<file path="config.mk">
export PLATFORM = sky130hd
export DESIGN_NAME = lifo_stack_param
export DESIGN_NICKNAME = d
export VERILOG_FILES = /design/src/rtl/lifo_pkg.sv /design/src/rtl/lifo_mem.sv /design/src/rtl/lifo_stack_param.sv
export SDC_FILE = /design/constraint.sdc
export NUM_CORES = 1
export LEC_CHECK = 0
export BUFFER_PORTS_ARGS = -buffer_cell sky130_fd_sc_hd__buf_2
export CAP_MARGIN = 20
export CORE_MARGIN = 8
export CORE_UTILIZATION = 32
export CTS_CLUSTER_SIZE = 20
export DETAILED_ROUTE_END_ITERATION = 8
export GPL_TIMING_DRIVEN = 0
export MAX_ROUTING_LAYER = met4
export PLACE_DENSITY_LB_ADDON = 0.05
export SLEW_MARGIN = 10
export SYNTH_ARGS = -nofsm -noshare
export SYNTH_HDL_FRONTEND = slang
export SYNTH_SLANG_ARGS = --single-unit
export TNS_END_PERCENT = 20
</file>
<file path="constraint.sdc">
create_clock -name clk -period 7.39 [get_ports clk]
set_clock_uncertainty 0.05 [all_clocks]
set_input_delay 1.478 -clock clk [delete_from_list [all_inputs] [get_ports clk]]
set_output_delay 1.478 -clock clk [all_outputs]
set_load 0.02 [all_outputs]
</file>
<file path="src/rtl/lifo_pkg.sv">
// rtl/lifo_pkg.sv - shared types and width helper for the parametrised LIFO stack
package lifo_pkg;

  typedef enum logic [2:0] {
    OP_NONE    = 3'd0,
    OP_PUSH    = 3'd1,
    OP_POP     = 3'd2,
    OP_REPLACE = 3'd3,
    OP_CLEAR   = 3'd4
  } op_t;

  // Ceiling log2 for widths. Callers always pass n >= 2, so the result is at least 1.
  function automatic int clog2(input int n);
    int r;
    int v;
    r = 0;
    v = n - 1;
    while (v > 0) begin
      r = r + 1;
      v = v >> 1;
    end
    return r;
  endfunction

endpackage

</file>
<file path="src/rtl/lifo_mem.sv">
// rtl/lifo_mem.sv - unreset register array, one synchronous write and one combinational read port
module lifo_mem
  import lifo_pkg::*;
#(
  parameter int WIDTH = 8,
  parameter int DEPTH = 16,
  parameter int AW    = clog2(DEPTH)
) (
  input  logic             clk,
  input  logic             we,
  input  logic [AW-1:0]    waddr,
  input  logic [WIDTH-1:0] wdata,
  input  logic [AW-1:0]    raddr,
  output logic [WIDTH-1:0] rdata
);

  logic [WIDTH-1:0] mem [0:DEPTH-1];

  always_ff @(posedge clk) begin
    if (we) mem[waddr] <= wdata;
  end

  assign rdata = mem[raddr];

endmodule

</file>
<file path="src/rtl/lifo_stack_param.sv">
// rtl/lifo_stack_param.sv - parametrised LIFO with occupancy count, replace-top, clear and sticky errors
module lifo_stack_param
  import lifo_pkg::*;
#(
  parameter int WIDTH     = 8,
  parameter int DEPTH     = 16,
  parameter int AFULL_LVL = 14
) (
  input  logic                              clk,
  input  logic                              rst,
  input  logic                              clear,
  input  logic                              push,
  input  logic                              pop,
  input  logic [WIDTH-1:0]                  data_in,
  input  logic                              err_clr,
  output logic [WIDTH-1:0]                  pop_data,
  output logic                              pop_valid,
  output logic [lifo_pkg::clog2(DEPTH+1)-1:0] count,
  output logic                              empty,
  output logic                              full,
  output logic                              almost_full,
  output logic                              overflow,
  output logic                              underflow
);

  localparam int CW = clog2(DEPTH + 1);
  localparam int AW = clog2(DEPTH);
  localparam logic [CW-1:0] DEPTH_C = CW'(DEPTH);
  localparam logic [CW-1:0] AFULL_C = CW'(AFULL_LVL);

  op_t              op;
  logic             mem_we;
  logic [AW-1:0]    mem_waddr;
  logic [AW-1:0]    top_idx;
  logic [WIDTH-1:0] top_data;
  logic             ovf_set;
  logic             unf_set;

  assign empty       = (count == '0);
  assign full        = (count == DEPTH_C);
  assign almost_full = (count >= AFULL_C);

  // Low bits suffice: count==DEPTH wraps to 0 here and minus one lands on DEPTH-1.
  assign top_idx = count[AW-1:0] - AW'(1);

  // A push+pop on an empty stack degenerates to a plain push.
  always_comb begin
    op = OP_NONE;
    if (clear)                op = OP_CLEAR;
    else if (push && pop)     op = empty ? OP_PUSH : OP_REPLACE;
    else if (push)            op = OP_PUSH;
    else if (pop)             op = OP_POP;
  end

  assign mem_we    = ((op == OP_PUSH) && !full) || (op == OP_REPLACE);
  assign mem_waddr = (op == OP_REPLACE) ? top_idx : count[AW-1:0];
  assign ovf_set   = (op == OP_PUSH) && full;
  assign unf_set   = (op == OP_POP) && empty;

  lifo_mem #(
    .WIDTH (WIDTH),
    .DEPTH (DEPTH),
    .AW    (AW)
  ) u_mem (
    .clk   (clk),
    .we    (mem_we),
    .waddr (mem_waddr),
    .wdata (data_in),
    .raddr (top_idx),
    .rdata (top_data)
  );

  always_ff @(posedge clk or negedge rst) begin
    if (!rst) begin
      count     <= '0;
      pop_data  <= '0;
      pop_valid <= 1'b0;
      overflow  <= 1'b0;
      underflow <= 1'b0;
    end else begin
      pop_valid <= 1'b0;
      overflow  <= ovf_set | (overflow & ~err_clr);
      underflow <= unf_set | (underflow & ~err_clr);
      case (op)
        OP_CLEAR: count <= '0;
        OP_PUSH: begin
          if (!full) count <= count + CW'(1);
        end
        OP_POP: begin
          if (!empty) begin
            pop_data  <= top_data;
            pop_valid <= 1'b1;
            count     <= count - CW'(1);
          end
        end
        OP_REPLACE: begin
          pop_data  <= top_data;
          pop_valid <= 1'b1;
        end
        default: ;
      endcase
    end
  end

endmodule
</file>
==> summary.txt, run 1 <==
Timing
  • Setup TNS: 0 ps
  • Fin. Hold Viols: 0
  • RSZ-0062 raised after global routing: false
  • Final Setup Violations: 0
  • Minimum clock period: 4080 ps
  • Max Clock Freq: 0.245 GHz
  • Slew margin rel.: 0.341
  • Slew Viols, Final: 0
  • Worst slew pin tran: 982 ps
  • Worst setup margin: 3310 ps
  • Period utilization: 0.553

Routing
  • Residual DRC: 0
  • DR vias: 3720
  • Final wirelength: 16.1 mm
  • DRT antenna net count: 0
  • Vias per inst: 5.15
  • First-pass iteration count of the detailed router: 5
  • Initial DRC count: 196
  • Drt wl/cell: 22.3 um

Synth
  • Synth Cell Area: 6040 um^2
  • Ys async rst share: 0.111
  • Sequential share of the synthesized area: 0.703
  • FF+latch count, synth: 144
  • Synth top area share: 0.637
  • Syn_nets: 442
  • Synth unique cells: 49
  • Top_reg_cell synth: edfxtp_1
  • Yosys top cell by area: edfxtp_1
  • Synth warnings: 0
  • Mapped Cells: 421
  • Number of synthesized flops with an enable pin: 128
  • Leading post-synthesis cells by cell area: edfxtp_1, dfrtp_1, mux2i_1, nand2_1, a32oi_1
  • Syn avg cell area: 14.3 um^2

Clocking
  • Max clock buf depth: 2
  • Clk root buf: clkbuf_16
  • CTS tree: built
  • Clock-pin slew on the worst setup and hold paths: 60 ps
  • Post_cts resized: 0
  • CTS buffer count: 17
  • Setup Buffers After CTS: 0
  • Clock latency on the worst-skew pair: 410 ps
  • CTS H-Tree Depth: 4
  • CTS sink count: 144
  • # hold bufs at CTS: 0

Hold path
  • Hold crit path type: flip-flop to flip-flop
  • Hold Path Origin: pop_data[4]$_DFFE_PN0P_

Placed design
  • Pre-CTS worst setup slack: 3360 ps
  • Gpl congestion: 0.783
  • Post-DP Area: 6570 um^2
  • Placed cell count: 691
  • Post-DP HPWL: 11.0 mm
  • PortBufs: 32

Cells and area
  • Share of cells above drive strength 1: 0.182
  • Multi-input logic area: 1710 um^2
  • Commonest non-fill, non-tap cell in the layout: edfxtp_1
  • Finished Cell Area: 7110 um^2
  • Register Area: 4240 um^2
  • Fillers: 1759
  • Non-Filler Instances: 723
  • Nets: 497
  • Most frequent cells in the layout: edfxtp_1, nand2_1, mux2i_1
  • N_diodes: 0
  • Synth-to-Final Area Change: 17.9%

Setup path
  • WP data arrival: 2560 ps
  • Crit end category: primary output
  • RR Startpoint: count[0]$_DFFE_PN0P_
  • Worst path buffer plus inverter count: 5
  • CP Launch Type: flip-flop
  • CP Max Fanout: 11
  • Most used cell, CP: buf_2
  • Worst-path cell chain: buf_2, clkinv_1, ha_1, or4b_1, buf_4, inv_1, buf_2
  • CP max stage cell: dfrtp_1
  • Crit Path Class: flip-flop to primary output
  • Worst setup startpoint: count[0]$_DFFE_PN0P_
  • Worst endpoint required time: 5860 ps
  • CP peak stage delay: 510 ps
  • Top Family by Delay on Critical Path: buffers and inverters

Die
  • Core Area: 18600 um^2
  • FP Rows: 50
  • Die extent in x: 153 um
  • Chip height: 153 um
  • Ports: 33
  • Die footprint: 23500 um^2
  • Initial core utilization: 0.325

Status
  • Status: complete, no violations

Global route
  • Initial antenna violation count: 0
  • All-Layer GR Usage: 0.146
  • Largest net degree at the start of global routing: 17
  • GRT overflow: 0
  • Vias in the first global route: 3799
  • First-pass GRT wire length: 24.6 mm

Pwr
  • Power per cell area: 378 nW/um^2
  • Total power: 2.69 mW
  • Worst vdd ir: 0.161 mV
  • Leak: 2.52 nW

Flow run
  • Max_cap viols: 0
==> cell usage after synthesis (5+ instances only) <==
library cell	instances
nor2_1	21
clkbuf_1	6
inv_1	9
mux2i_1	37
nand3_1	18
nor3_1	12
nand4_1	8
ha_1	6
nor2b_1	5
nand2_1	63
dfrtp_1	16
a22oi_1	15
edfxtp_1	128
a32oi_1	15
xnor2_1	6
==> layer usage <==
metal | global-route usage | wire length [um]
met1 | 0.193 | 7850
met2 | 0.220 | 7490
met3 | 0.0333 | 630
met4 | 0.0443 | 177
met5 | - | 0
==> where the power goes <==
part | switching, mW | total [mW] | internal (mW)
Combinational | 0.619 | 0.920 | 0.301
Sequential | 0.0364 | 0.978 | 0.941
Clock | 0.331 | 0.791 | 0.460
Total | 0.987 | 2.69 | 1.70
==> worst register-to-register path, delay by kind of cell, from the launching register on <==
family          cells  cell delay, ps
compound gates      1             380
simple gates        3             760
fa+ha+maj           1             430
flops               1             510
buf+inv             4            1750
==> cells by family (layout without fill, tap and decap cells) <==
| logic type | Yosys count | count (layout) | synth area share |
|---|---|---|---|
| flops | 144 | 144 | 0.703 |
| fa+ha+maj | 7 | 7 | 0.0158 |
| mux | 39 | 39 | 0.0688 |
| compound gates | 52 | 52 | 0.0649 |
| xor+xnor | 10 | 10 | 0.0182 |
| simple gates | 141 | 141 | 0.108 |
| buf+inv | 28 | 96 | 0.0207 |
==> worst paths after layout <==
path | end | cells past startpoint | slack (ps)
min in group asynchronous | count[4]$_DFFE_PN0P_ | 1 | 940
worst min register to register | pop_data[4]$_DFFE_PN0P_ | 2 | 460
worst min-delay path | pop_data[4]$_DFFE_PN0P_ | 2 | 460
worst max register to register | pop_data[4]$_DFFE_PN0P_ | 9 | 3450
max in group asynchronous | pop_valid$_DFF_PN0_ | 1 | 6040
worst max-delay path | empty | 7 | 3310
==> layout make-up <==
class / instances / area share
Inverter: 11 / 0.00580
Sequential cell: 144 / 0.597
Timing Repair Buffer: 36 / 0.0278
Multi-Input combinational cell: 249 / 0.240
Tap cell: 234 / 0.0412
Buffer: 17 / 0.0118
Clock inverter: 14 / 0.0167
Clock buffer: 18 / 0.0603
==> flip-flops by register name, indices dropped and copies added (netlist names) <==
signal and flops:
pop_valid 1, underflow 1, count 5, u_mem.mem 128
pop_data 8, overflow 1
==> metrics by stage <==
step           utilization  hold WS (ps)
2_1_floorplan            -           508
3_3_place_gp         0.349           445
3_5_place_dp         0.353           441
4_1_cts              0.383           455
5_1_grt              0.383           478
6_report             0.383           459
No activity file was read; power rests on OpenSTA's default activity.
==> run 2, diff against run 1 <==
Clock period 7.39 ns to 3.95 ns, I/O delays scaled along.
==> run 2 against run 1 <==
  * Routed wire length rose by 0.15%
  * Final cell count did not move
  * Clock power rose by 87%
  * Core utilization rose by 0.30 points
  * Die area did not move
  * Sequential share of layout area fell by 0.47 points
  * Hold slack got worse by 210 ps
  * First-iteration DRC count did not move
  * Via count rose by 0.59%
  * Critical path type is now flip-flop to flip-flop
==> summary.txt, run 2 (synthesized netlist as in run 1, its figures left out) <==
Clocking
  • Max clock buf depth: 2
  • CTS tree: built
  • CTS sink count: 144
  • Clk root buf: clkbuf_16
  • Clock-pin slew on the worst setup and hold paths: 70 ps
  • Clock latency on the worst-skew pair: 420 ps
  • Setup Buffers After CTS: 0
  • CTS H-Tree Depth: 4
  • CTS buffer count: 17

Timing
  • Worst setup margin: 243 ps
  • Slew Viols, Final: 0
  • Minimum clock period: 3710 ps
  • Fin. Hold Viols: 0
  • Period utilization: 0.939
  • Final Setup Violations: 0
  • Worst slew pin tran: 954 ps
  • Setup TNS: 0 ps
  • RSZ-0062 raised after global routing: true
  • Max Clock Freq: 0.270 GHz
  • Slew margin rel.: 0.359

Setup path
  • Worst R2R End: u_mem.mem[12][2]$_DFFE_PP_
  • Crit Path Class: flip-flop to flip-flop
  • WP data arrival: 3710 ps
  • RR Startpoint: count[0]$_DFFE_PN0P_
  • Crit end category: flip-flop
  • Worst endpoint required time: 3950 ps
  • CP Max Fanout: 11
  • CP Launch Type: flip-flop
  • R2r worst-path depth: 9
  • R2R Setup Slk: 240 ps

Cells and area
  • Top Registers: u_mem.mem: 128 flops, pop_data: 8 flops, count: 5 flops
  • Max reg flops: 128
  • N_diodes: 0
  • Fillers: 1757
  • Share of cells above drive strength 1: 0.204
  • Synth-to-Final Area Change: 18.8%
  • Finished Cell Area: 7170 um^2
  • Largest Register: u_mem.mem
  • Non-Filler Instances: 723
  • Commonest non-fill, non-tap cell in the layout: edfxtp_1
  • Final Util: 0.386
  • Nets: 497
  • Most frequent cells in the layout: edfxtp_1, nand2_1, mux2i_1

Placed design
  • Placed cell count: 691
  • PortBufs: 32
  • Pre-CTS worst setup slack: -78.8 ps
  • Post-DP HPWL: 11.0 mm
  • Gpl congestion: 0.783
  • Post-DP Area: 6570 um^2

Global route
  • Vias in the first global route: 3807
  • Grt peak-use layer: met2
  • Met1 GRT Util: 0.194
  • GRT met3 Usage: 0.0333
  • Largest net degree at the start of global routing: 17
  • First-pass GRT wire length: 24.7 mm
  • All-Layer GR Usage: 0.146
  • GR Layer Usage met2: 0.220
  • GRT overflow: 0
  • Initial antenna violation count: 0

Routing
  • Initial DRC count: 196
  • Vias per inst: 5.18
  • Drt wl/cell: 22.4 um
  • Residual DRC: 0
  • DR vias: 3742
  • DRT antenna net count: 0
  • First-pass iteration count of the detailed router: 4
  • Final wirelength: 16.2 mm

Pwr
  • Leak: 2.55 nW
  • Power per cell area: 707 nW/um^2
  • Worst vdd ir: 0.293 mV

Status
  • Status: complete, no violations

Die
  • FP Rows: 50
  • Die footprint: 23500 um^2
  • Die extent in x: 153 um
  • Ports: 33
  • Initial core utilization: 0.325
  • Chip height: 153 um
  • Core Area: 18600 um^2

Hold path
  • Hold crit path type: input pin to async pin

Flow run
  • Max_cap viols: 0
==> run 2: cell type report <==
type | instances | area (um^2) | area share
multi-input combinational | 249 | 1750 | 0.244
tap | 234 | 293 | 0.0408
clock buffer | 18 | 429 | 0.0598
sequential | 144 | 4240 | 0.592
buffer | 17 | 92.6 | 0.0129
timing repair buffer | 36 | 198 | 0.0276
clock inverter | 14 | 119 | 0.0166
inverter | 11 | 45.0 | 0.00628
==> run 2: worst max path at each step <==
stage                                 end  cells past startpoint            startpoint
5_1_grt        u_mem.mem[10][2]$_DFFE_PP_                      9  count[0]$_DFFE_PN0P_
3_3_place_gp   u_mem.mem[13][5]$_DFFE_PP_                      9  count[0]$_DFFE_PN0P_
6_report       u_mem.mem[12][2]$_DFFE_PP_                      9  count[0]$_DFFE_PN0P_
3_5_place_dp      pop_data[4]$_DFFE_PN0P_                      9  count[0]$_DFFE_PN0P_
4_1_cts         u_mem.mem[2][0]$_DFFE_PP_                      8  count[0]$_DFFE_PN0P_
2_1_floorplan  u_mem.mem[10][0]$_DFFE_PP_                     10  count[0]$_DFFE_PN0P_
==> run 2: report_power, final <==
| part | leakage [nW] | switching, mW | internal, mW | total, mW |
|---|---|---|---|---|
| registers | 1.36 | 0.0680 | 1.76 | 1.83 |
| logic | 0.940 | 1.18 | 0.578 | 1.76 |
| clock network | 0.249 | 0.620 | 0.861 | 1.48 |
| total | 2.55 | 1.87 | 3.20 | 5.07 |
==> run 2: worst max-delay path, cell delays in order, from the launching register on <==
cell and delay, ps:
dfrtp_1 520, buf_2 350, clkinvlp_4 360, ha_1 380, buf_2 240, and2_1 160
buf_1 410, nor2b_1 200, a31oi_1 140, nor3_4 520
==> run 2: repair_timing <==
item,in CTS,in global routing
resized for setup,7,10
endpoints found under the setup margin,38,125
gates cloned,0,0
hold buffers,0,0
==> run 2: stage by stage <==
| step | hold slack (ps) | total power, mW |
|---|---|---|
| 2_1_floorplan | 444 | 2.98 |
| 3_5_place_dp | 441 | 3.60 |
| 3_3_place_gp | 445 | 3.58 |
| 6_report | 252 | 5.07 |
| 5_1_grt | 262 | 5.35 |
| 4_1_cts | 253 | 5.10 |
==> run 2: layer usage <==
layer	vias up	wire, um
li1	1721	-
met1	1925	7650
met2	87	7560
met3	9	834
met4	0	123
met5	-	0
==> run 3, diff against run 2 <==
Settings changed: CORE_MARGIN 8 to 3.
==> run 3 against run 2 <==
  * Critical path depth unchanged
  * Hold slack improved by 24 ps
  * Register-to-register slack worse by 90 ps
  * Non-clock buffer count decreased by 2
  * Clock power grew 5%
  * Core utilization grew 0.29 points
  * First-iteration DRC count did not move
  * Via count decreased by 4.0%
  * Worst setup slack worse by 87 ps
  * Routed wire length down 3.0%
  * Critical path type unchanged
==> summary.txt, run 3 (synthesized netlist as in run 1, its figures left out) <==
Global route
  • Initial antenna violation count: 0
  • All-Layer GR Usage: 0.166
  • First-pass GRT wire length: 23.7 mm
  • GRT overflow: 0
  • Vias in the first global route: 3707
  • Largest net degree at the start of global routing: 17

Clocking
  • CTS tree: built
  • CTS buffer count: 17
  • Clock latency on the worst-skew pair: 410 ps
  • Clk root buf: clkbuf_16
  • CTS sink count: 144
  • Clock-pin slew on the worst setup and hold paths: 60 ps
  • CTS H-Tree Depth: 4
  • Max clock buf depth: 2
  • # hold bufs at CTS: 0

Timing
  • Minimum clock period: 3790 ps
  • RSZ-0062 raised after global routing: true
  • Fin. Hold Viols: 0
  • Final Setup Violations: 0
  • Slew margin rel.: 0.425
  • Period utilization: 0.961
  • Max Clock Freq: 0.264 GHz
  • WHS: 276 ps
  • Worst slew pin tran: 859 ps
  • Slew Viols, Final: 0

Routing
  • Final wirelength: 15.7 mm
  • Max layer used: met4
  • Residual DRC: 0
  • Met3 WL: 353 um
  • Met1 WL: 7.32 mm
  • First-pass iteration count of the detailed router: 4
  • Drt wl/cell: 22.0 um
  • Initial DRC count: 196
  • DR vias: 3593
  • Vias per inst: 5.03
  • DRT antenna net count: 0
  • Met2 Wirelength: 7.74 mm

Cells and area
  • Commonest non-fill, non-tap cell in the layout: edfxtp_1
  • Register Area: 4240 um^2
  • Top Registers: u_mem.mem: 128 flops, pop_data: 8 flops, count: 5 flops
  • Nets: 495
  • Final Util: 0.389
  • Finished Cell Area: 7100 um^2
  • Fillers: 1731
  • Largest Register: u_mem.mem
  • N_diodes: 0
  • Synth-to-Final Area Change: 17.7%
  • Share of cells above drive strength 1: 0.173
  • Most frequent cells in the layout: edfxtp_1, nand2_1, buf_2
  • Multi-input logic area: 1710 um^2
  • Max reg flops: 128

Setup path
  • Worst R2R End: u_mem.mem[8][5]$_DFFE_PP_
  • Crit Path Class: flip-flop to flip-flop
  • CP Launch Type: flip-flop
  • R2R Setup Slk: 160 ps
  • Worst-path cell chain: buf_2, clkinvlp_4, ha_1, buf_2, and2_1, buf_1, nor2b_1, a31oi_1, nor3_2
  • CP peak stage delay: 680 ps
  • WP data arrival: 3790 ps
  • R2r worst-path depth: 9
  • CP Max Fanout: 11
  • CP max stage cell: nor3_2
  • RR Startpoint: count[0]$_DFFE_PN0P_
  • Worst endpoint required time: 3940 ps
  • Crit end category: flip-flop
  • Most used cell, CP: buf_2

Status
  • Status: complete, no violations

Pwr
  • Internal power: 3.31 mW
  • Worst vdd ir: 0.420 mV
  • Flop pwr share: 0.359
  • Leak: 2.53 nW
  • Total power: 5.08 mW
  • Sw Share: 0.348
  • Net switching power: 1.77 mW
  • Clock power share: 0.305
  • Power per cell area: 715 nW/um^2
  • Combinational Power Share: 0.335

Flow run
  • Max_cap viols: 0

Placed design
  • PortBufs: 32
  • Post-DP Area: 6520 um^2
  • Gpl congestion: 0.797
  • Post-DP HPWL: 10.7 mm

Die
  • Chip height: 143 um
  • Ports: 33
  • Die footprint: 20500 um^2
  • Core Area: 18300 um^2
  • FP Rows: 49
  • Die extent in x: 143 um
  • Initial core utilization: 0.330

Hold path
  • Hold crit path type: input pin to async pin
[run 3: what timing repair did]
item,in CTS,in global routing
gates resized for setup,1,5
pin swaps,0,0
setup endpoints to repair,49,127
buffers inserted,0,0
[run 3: routing by layer]
layer  vias to the layer above  track usage
li1                       1709            -
met1                      1809        0.215
met2                        58        0.266
met3                        17       0.0306
met4                         0       0.0525
met5                         -            -
[run 3: per-stage QoR]
stage	setup TNS [ps]	instances	setup slack (ps)
2_1_floorplan	0	421	715
3_3_place_gp	-30130	682	-559
3_5_place_dp	-2890	684	-164
4_1_cts	-3700	714	-173
5_1_grt	-4820	714	-102
6_report	0	714	155
[run 3: how the worst max path moves through the flow]
| stage | start | to | cells after the start |
|---|---|---|---|
| after floorplan | count[0]$_DFFE_PN0P_ | u_mem.mem[10][0]$_DFFE_PP_ | 10 |
| after global placement | count[0]$_DFFE_PN0P_ | u_mem.mem[8][4]$_DFFE_PP_ | 9 |
| after detailed placement | count[0]$_DFFE_PN0P_ | u_mem.mem[4][0]$_DFFE_PP_ | 9 |
| after CTS | count[0]$_DFFE_PN0P_ | u_mem.mem[4][5]$_DFFE_PP_ | 9 |
| after global routing | count[0]$_DFFE_PN0P_ | u_mem.mem[12][4]$_DFFE_PP_ | 10 |
| final | count[0]$_DFFE_PN0P_ | u_mem.mem[8][5]$_DFFE_PP_ | 9 |
[run 3: final cells by class]
cell class | instances | share of cell area
Clock buffer | 22 | 0.0625
Buffer | 17 | 0.0118
Multi-Input combinational cell | 249 | 0.241
Sequential cell | 144 | 0.597
Tap cell | 229 | 0.0403
Clock inverter | 8 | 0.0162
Inverter | 11 | 0.00634
Timing Repair Buffer | 34 | 0.0240
[run 3: critical path: cells and delay by family (launching register included)]
kind	cells	cell delay, ps
DFF	1	510
buffers and inverters	4	1330
adders and majority gates	1	370
AOI/OAI and AO/OA	1	130
and+or+nand+nor	3	1040
[run 3: power groups by stage]
stage | Clock (mW) | Sequential (mW) | Combinational, mW
after detailed placement | 0 | 1.86 | 1.73
final | 1.55 | 1.82 | 1.70
after global placement | 0 | 1.86 | 1.72
after CTS | 1.58 | 1.83 | 1.74
after floorplan | 0 | 1.90 | 1.08
after global routing | 1.66 | 1.83 | 1.88
